`config.mk`:
```
export PLATFORM = sky130hd
export DESIGN_NAME = moving_average_inverse
export DESIGN_NICKNAME = d
export VERILOG_FILES = /design/src/rtl/moving_average_inverse.sv
export SDC_FILE = /design/constraint.sdc
export NUM_CORES = 1
export LEC_CHECK = 0
export CAP_MARGIN = 20
export CORE_AREA = 2 2 331 333
export DETAILED_ROUTE_END_ITERATION = 12
export DIE_AREA = 0 0 333 335
export GPL_TIMING_DRIVEN = 0
export RECOVER_POWER = 100
export SETUP_SLACK_MARGIN = 0.4
export SLEW_MARGIN = 30
export SYNTH_ARGS = -nofsm -noshare
export SYNTH_HDL_FRONTEND = slang
export SYNTH_SLANG_ARGS = --single-unit
export TNS_END_PERCENT = 30
```
`constraint.sdc`:
```
create_clock -name clk -period 15.3 [get_ports clk]
set_clock_uncertainty 0.1 [all_clocks]
set_input_delay 4.59 -clock clk [delete_from_list [all_inputs] [get_ports clk]]
set_output_delay 4.59 -clock clk [all_outputs]
set_load 0.05 [all_outputs]
```
`src/rtl/moving_average_inverse.sv`:
```
// Moving-average inverse: rebuilds the sample stream x[n] from the running sum
// s[n] of a W-tap moving-average filter, x[n] = s[n] - s[n-1] + x[n-W].
module moving_average_inverse #(
  parameter int unsigned SIZE_MAX_WINDOW = 64,
  parameter int unsigned SIZE_WINDOW     = 8,
  parameter int unsigned SIZE_DATA       = 16,
  parameter int unsigned SIZE_SUM        = SIZE_DATA + $clog2(SIZE_MAX_WINDOW)
) (
  input  logic                              clk,
  input  logic                              reset_n,
  input  logic                              clear,
  input  logic [$clog2(SIZE_MAX_WINDOW):0]  window_size,
  input  logic                              sum_valid,
  input  logic [SIZE_SUM-1:0]               sum_data,
  output logic                              out_valid,
  output logic [SIZE_DATA-1:0]              out_data,
  output logic                              window_error
);

  localparam int unsigned AW  = $clog2(SIZE_MAX_WINDOW);
  localparam int unsigned WW  = AW + 1;
  localparam int unsigned EXT = SIZE_SUM - SIZE_DATA;

  logic [WW-1:0]        w_q, w_d;
  logic [SIZE_SUM-1:0]  prev_sum_q, prev_sum_d;
  logic [AW-1:0]        wr_ptr_q, wr_ptr_d;
  logic [WW-1:0]        fill_q, fill_d;
  logic                 out_valid_q, out_valid_d;
  logic [SIZE_DATA-1:0] out_data_q, out_data_d;
  logic                 window_error_q, window_error_d;

  logic [SIZE_DATA-1:0] hist_mem [SIZE_MAX_WINDOW];

  logic [AW-1:0]        rd_addr_c;
  logic [SIZE_DATA-1:0] old_c;
  logic [SIZE_SUM-1:0]  diff_c;
  logic [SIZE_SUM-1:0]  x_c;
  logic                 wr_en_c;
  logic                 win_legal_c;
  logic                 unused_x_hi_c;

  // Only the low SIZE_DATA bits of the wide reconstruction are meaningful
  assign unused_x_hi_c = ^x_c[SIZE_SUM-1:SIZE_DATA];

  // Reconstruction datapath and next-state logic; clear wins over sum_valid
  always_comb begin
    w_d            = w_q;
    prev_sum_d     = prev_sum_q;
    wr_ptr_d       = wr_ptr_q;
    fill_d         = fill_q;
    out_valid_d    = 1'b0;
    out_data_d     = out_data_q;
    window_error_d = window_error_q;
    wr_en_c        = 1'b0;

    // With W = SIZE_MAX_WINDOW the read address aliases wr_ptr; the
    // combinational read still sees the pre-write entry
    rd_addr_c   = wr_ptr_q - w_q[AW-1:0];
    old_c       = (fill_q >= w_q) ? hist_mem[rd_addr_c] : '0;
    diff_c      = sum_data - prev_sum_q;
    x_c         = diff_c + {{EXT{old_c[SIZE_DATA-1]}}, old_c};
    win_legal_c = (window_size != '0) && (window_size <= WW'(SIZE_MAX_WINDOW));

    if (clear) begin
      prev_sum_d = '0;
      fill_d     = '0;
      wr_ptr_d   = '0;
      if (win_legal_c) begin
        w_d = window_size;
      end else begin
        window_error_d = 1'b1;
      end
    end else if (sum_valid) begin
      out_valid_d = 1'b1;
      out_data_d  = x_c[SIZE_DATA-1:0];
      prev_sum_d  = sum_data;
      wr_ptr_d    = wr_ptr_q + AW'(1);
      wr_en_c     = 1'b1;
      if (fill_q != WW'(SIZE_MAX_WINDOW)) begin
        fill_d = fill_q + WW'(1);
      end
    end
  end

  // Control and output registers
  always_ff @(posedge clk or negedge reset_n) begin
    if (!reset_n) begin
      w_q            <= WW'(SIZE_WINDOW);
      prev_sum_q     <= '0;
      wr_ptr_q       <= '0;
      fill_q         <= '0;
      out_valid_q    <= 1'b0;
      out_data_q     <= '0;
      window_error_q <= 1'b0;
    end else begin
      w_q            <= w_d;
      prev_sum_q     <= prev_sum_d;
      wr_ptr_q       <= wr_ptr_d;
      fill_q         <= fill_d;
      out_valid_q    <= out_valid_d;
      out_data_q     <= out_data_d;
      window_error_q <= window_error_d;
    end
  end

  // History buffer; contents are masked by fill_q rather than reset
  always_ff @(posedge clk) begin
    if (wr_en_c) begin
      hist_mem[wr_ptr_q] <= x_c[SIZE_DATA-1:0];
    end
  end

  assign out_valid    = out_valid_q;
  assign out_data     = out_data_q;
  assign window_error = window_error_q;

endmodule
```
==> results of run 1 <==
==> per-stage QoR <==
step,total power [mW],setup WS (ps),instances,instance area [um2],hold WS [ps]
after floorplan,5.114,6338,1978,42980,377.4
after global placement,5.980,2611,3435,45180,363.3
after detailed placement,6.169,6145,3518,46980,365.4
after CTS,8.636,6065,3709,50260,383.9
after global routing,8.683,3647,3710,48810,410.7
final,8.408,4129,3710,48810,376.0
==> kinds of logic after synthesis <==
logic type / Yosys count
flip-flops: 1078
multiplexers: 382
AND/OR/NAND/NOR: 224
buffers and inverters: 143
AO/OA/AOI/OAI: 77
adder cells (fa/ha/maj): 47
XOR/XNOR: 27
==> worst max-delay path, cell delays in order (launching register included) <==
cell,delay [ps]
dfrtp_1,400
clkbuf_1,470
inv_1,240
fa_1,750
clkbuf_1,760
clkbuf_1,640
clkbuf_1,770
mux4_2,410
mux4_2,500
mux2i_1,660
nand2_1,110
o211ai_1,230
fa_1,490
inv_1,100
ha_1,250
a211oi_1,320
o211a_1,250
o31ai_1,120
and3_1,230
a31oi_1,360
xnor2_1,310
xnor2_4,170
clkbuf_1,1030
clkbuf_1,1030
==> cell usage in the layout, fill, tap and decap left out, types with 11 or more instances in the layout <==
master | netlist | layout
buf_4 | 14 | 14
mux2_2 | 24 | 24
xor2_1 | 12 | 11
o21ai_0 | 14 | 14
buf_2 | 18 | 17
mux4_2 | 318 | 318
mux2i_1 | 40 | 40
dfrtp_1 | 53 | 53
clkbuf_16 | 0 | 108
xnor2_1 | 13 | 13
clkinv_2 | 0 | 23
dlygate4sd3_1 | 0 | 20
inv_1 | 49 | 49
edfxtp_1 | 1024 | 1024
clkbuf_1 | 50 | 164
nor2_1 | 106 | 106
a21oi_1 | 22 | 22
clkdlybuf4s50_1 | 0 | 22
clkinv_1 | 0 | 18
nand2_1 | 82 | 82
o211ai_1 | 12 | 12
fa_1 | 16 | 16
ha_1 | 31 | 31
==> final timing paths <==
path	slack (ps)	cells past startpoint	start	end
min	380	1	window_error	window_error
min in group asynchronous	3840	1	reset_n	prev_sum_q[7]
max reg2reg	4130	23	wr_ptr_q[1]	hist_mem[41][15]
max	4130	23	wr_ptr_q[1]	hist_mem[41][15]
max in group asynchronous	8490	2	reset_n	prev_sum_q[12]
min reg2reg	380	1	window_error	window_error
==> per-layer routing <==
layer | wire length (um) | up-vias
met5 | 0 | -
met4 | 2657 | 0
met3 | 6290 | 157
met2 | 52210 | 696
met1 | 44140 | 11365
li1 | - | 8654
==> synth_stat cells, drive strengths merged, types with 2 or more instances <==
master / number
nor2b: 3
o21bai: 3
o21ai: 15
a21o: 6
nand3b: 2
xor2: 13
nand2: 82
a31oi: 4
mux2: 24
nand4: 4
o211a: 5
o211ai: 12
clkbuf: 50
edfxtp: 1024
a21oi: 22
nand2b: 5
nor2: 106
dfrtp: 53
a31o: 2
ha: 31
o21a: 2
xnor2: 14
fa: 16
inv: 49
nor3: 3
buf: 44
or3: 5
and3: 2
nand3: 8
mux4: 318
mux2i: 40
==> sequential cells by signal, summed over array words and instances, names as in the netlist <==
signal,count
fill_q,7
w_q,7
hist_mem,1024
window_error,1
out_valid,1
prev_sum_q,16
wr_ptr_q,6
out_data,16
==> where the power goes <==
group          switching (mW)  internal, mW
sequential             0.0175          3.72
clock                    1.10          1.40
combinational            1.42         0.752
total                    2.54          5.87
==> final cells by class <==
type                            count  area, um2
Multi-Input combinational cell    757      10260
Clock inverter                     57      476.7
Antenna cell                        1      2.502
Timing Repair Buffer              126      735.7
Sequential cell                  1078      32100
Tap cell                         1414       1769
Clock buffer                      134       2800
Inverter                           49      183.9
Fill cell                        9153      59290
Buffer                             94      471.7
==> run summary, run 1 <==
Outcome: finished, violations left
Failing checks: max-capacitance violations, max-slew violations
Initial core utilization: 0.3976
Busiest grt layer: met2
Sequential share of the synthesized area: 0.7469
Ports: 51
CTS tree: yes
Maximum number of pins on one net before global-route repair: 57
Post CTS Setup Buffer Count: 0
Setup crit end kind: flop
EDFF count, synth: 1024
Clock Tree Buf Depth: 3
Die width: 333 um
Critical path class: reg -> reg
Max cap viols: 43
Clk root buf: clkbuf_16
Clock sink total: 1078
Fin. Hold Viols: 0
DRT iter0 DRCs: 2150
Post-CTS sizing: 0
Vias in the first global route: 21538
Detailed Routing Iterations Pass 1: 5
Cell taking the most area after synthesis: edfxtp_1
Post-Syn Instances: 1978
Post-DRT Antenna Nets: 0
Async S/R FF share, synth: 0.05009
#FFs+latches synth: 1078
Worst Hold Class: reg -> reg
Largest fanout on the critical path: 33
Library cells used by synthesis: 48
Slew at the pin closest to its max-slew limit: 2835 ps
Die H: 335 um
Main combinational cell family by area after synthesis: multiplexers
Maximum VDD drop: 0.0001079 V
Initial antenna violation count: 1
Synth Area in Simple Gates: 0.02151
Adder-Cell Fraction of Synth Area: 0.01648
Core area: 108100 um2
Post-Route WL: 105.3 mm
Vias: 20872
P_leak: 15.63 nW
CTS Buf Count: 105
Net Count, Synth: 2058
Xor-xnor portion of the synthesized cell area: 0.005851
Row count: 121
Cell Pwr Density: 172.3 nW/um2
Syn Area/Cell: 21.73 um2
DR DRC count: 0
CP Data Arrival Time: 11340 ps
Period utilization: 0.7302
Synth Flop Type: edfxtp_1
First-pass GRT wire length: 152.8 mm
Setup TNS Final: 0 ps
Fin crit period: 11170 ps
Synth area leaders: edfxtp_1 (72%), mux4_2 (17%), dfrtp_1 (3.1%), mux2i_1 (0.93%), nor2_1 (0.93%)
RSZ-0062 raised after global routing: no
Post-CTS Hold Buffers: 0
Max_slew headroom: -0.8898
CP required: 15470 ps
Share of cells above drive strength 1: 0.2327
GPL Wtd Cong: 0.8176
Clock Latency Late Sink: 690 ps
Met1 Use GR: 0.2637
Gr usage total: 0.1905
Met2 capacity usage during global routing: 0.3180
Mux contribution to synthesized area: 0.1822
Nets: 2291
Final Setup Violations: 0
Utilization after layout: 0.4515
Total gr overflow: 0
Reg clk slew, reported paths: 70 ps
H-Tree Depth: 3
Via density: 5.626
Post-DP HPWL: 72.20 mm
Synth warn: 0
Cell Area, Synth: 42980 um2
Share of the synthesized area in the top cell type: 0.7154
Area grow syn2layout: 13.55%
Port Buffers: 43
Met3 Use GR: 0.02978
Crit path launch type: flop
F_max: 0.08951 GHz
Drt wl/cell: 28.38 um
Synth Area in Compound Gates: 0.01176
Die area: 111600 um2
Pins Over Slew Limit: 820
No activity file was read; power rests on OpenSTA's default activity.
==> run 2, diff against run 1 <==
==> constraint.sdc (replaced) <==
create_clock -name clk -period 10 [get_ports clk]
set_clock_uncertainty 0.1 [all_clocks]
set_input_delay 3 -clock clk [delete_from_list [all_inputs] [get_ports clk]]
set_output_delay 3 -clock clk [all_outputs]
set_load 0.05 [all_outputs]
==> run 2 against run 1 <==
The run still ends with max-capacitance violations, max-slew violations left; count of clock-buffer cells in the layout stayed put; total power rose by 54%; wire length is essentially flat; largest cell class unchanged; largest power group unchanged; critical path depth down 6; worst setup slack got worse by 3600 ps; hold slack worse by 0.63 ps; final area rose by 0.39%; highest routed layer unchanged.
==> run summary, run 2 (synthesized netlist as in run 1, its figures left out) <==
Dpl cells: 3518
Most common cell after layout, fill and taps aside: edfxtp_1
Max_slew headroom: -0.6614
CTS Buf Count: 105
Uppermost routed layer: met4
Die area: 111600 um2
GPL Wtd Cong: 0.8176
Max cap viols: 43
Largest register FFs: 1024
Biggest register: hist_mem
Internal: 9.055 mW
Initial antenna violation count: 1
Vias: 20678
P_leak: 15.76 nW
Post-Route WL: 105.3 mm
H-Tree Depth: 3
Post-Layout Cell Count: 3710
M1 WL: 43.85 mm
Clock Tree Buf Depth: 3
Vias in the first global route: 21538
Failing checks: max-capacitance violations, max-slew violations
First-pass GRT wire length: 152.8 mm
DR DRC count: 0
Clock sink total: 1078
Core area: 108100 um2
Outcome: finished, violations left
F_max: 0.1059 GHz
Comb pwr share: 0.265
Row count: 121
Worst Hold Class: reg -> reg
Crit path launch type: flop
Cell Pwr Density: 264.2 nW/um2
Fin. Hold Viols: 0
Maximum VDD drop: 0.0001649 V
Period utilization: 0.9439
CP Data Arrival Time: 9850 ps
Sequential Power Share: 0.441
Ports: 51
Drt wl/cell: 28.39 um
Critical path class: reg -> reg
Switching Share: 0.3005
Commonest cells after routing, fill and taps aside: edfxtp_1 (1024), mux4_2 (318), clkbuf_1 (141)
Maximum number of pins on one net before global-route repair: 57
Final Power: 12.95 mW
Total gr overflow: 0
Post-DRT Antenna Nets: 0
Gr usage total: 0.1905
Post-DP HPWL: 72.20 mm
Via density: 5.574
Initial core utilization: 0.3976
Pins Over Slew Limit: 818
Die H: 335 um
Final Setup Violations: 0
Nets: 2291
Clock Power Share: 0.294
Area grow syn2layout: 13.99%
DR WL met2: 52.23 mm
Clock Latency Late Sink: 700 ps
Port Buffers: 43
CP required: 10410 ps
Largest fanout on the critical path: 26
Post-CTS sizing: 0
Clk root buf: clkbuf_16
Post-CTS Hold Buffers: 0
Fin crit period: 9439 ps
DRT iter0 DRCs: 2080
Met3 wire len: 6.626 mm
CTS tree: yes
RSZ-0062 raised after global routing: no
Setup crit end kind: flop
Post CTS Setup Buffer Count: 0
Reg clk slew, reported paths: 70 ps
Share of cells above drive strength 1: 0.2427
Net switching power: 3.891 mW
Die width: 333 um
Slew at the pin closest to its max-slew limit: 2492 ps
Detailed Routing Iterations Pass 1: 5
[run 2: changes by cell type in the layout (fill, tap and decap cells not counted), sizes merged]
cell | previous run | this run
clkbuf | 272 | 255
buf | 40 | 56
dlymetal6s2s | 0 | 1
[run 2: cell type report]
class	instances	area, um2
fillers	9125	59100
clock inverters	57	476.7
well taps	1414	1769
plain buffers	94	475.5
multi-input cells	757	10260
flip-flops and latches	1078	32100
repair buffers	126	920.9
diodes	1	2.502
clock buffers	134	2800
inverters	49	183.9
[run 2: metal layers]
| layer | up-vias | global-route usage |
|---|---|---|
| li1 | 8654 | - |
| met1 | 11176 | 0.2637 |
| met2 | 689 | 0.3180 |
| met3 | 159 | 0.02978 |
| met4 | 0 | 0.04650 |
| met5 | - | 0 |
[run 2: critical path: stages (launching register included)]
cell and delay [ps]:
dfrtp_1 400, clkbuf_1 490, inv_1 240, fa_1 750, buf_2 440, clkbuf_1 600
clkbuf_1 620, mux4_2 460, mux4_2 520, mux2i_1 660, nand2_1 110, o211ai_1 230
fa_1 490, inv_1 100, fa_1 230, xor2_1 1470, clkbuf_1 1050, buf_8 250
[run 2: power by group through the flow]
stage               Sequential, mW  Clock [mW]  Combinational (mW)
detailed placement            5.78           0                3.66
global route                  5.72        4.04                3.62
finish                        5.71        3.81                3.42
floorplan                     5.95           0                1.88
global placement              5.96           0                3.19
CTS                           5.69        3.86                3.66
[run 2: per-stage QoR]
stage          hold slack (ps)  worst slack, ps  utilization  area (um2)  setup TNS (ps)
6_report                 375.3            560.8       0.4532       48990               0
2_1_floorplan            377.4             2487            -       42980               0
3_3_place_gp             363.3            -2689       0.4180       45180        -1620160
3_5_place_dp             365.4            845.4       0.4346       46980               0
4_1_cts                  383.9            764.7       0.4649       50260               0
5_1_grt                  410.7            212.1       0.4532       48990               0
[run 2: final timing paths]
kind                               from             end  cells after the start  slack (ps)
max in group asynchronous       reset_n  prev_sum_q[12]                      2        4790
hold reg to reg            window_error    window_error                      1         380
setup reg to reg            wr_ptr_q[1]  hist_mem[8][2]                     17         560
setup / recovery            wr_ptr_q[1]  hist_mem[8][2]                     17         560
min in group asynchronous       reset_n   prev_sum_q[7]                      1        2240
hold / removal             window_error    window_error                      1         380
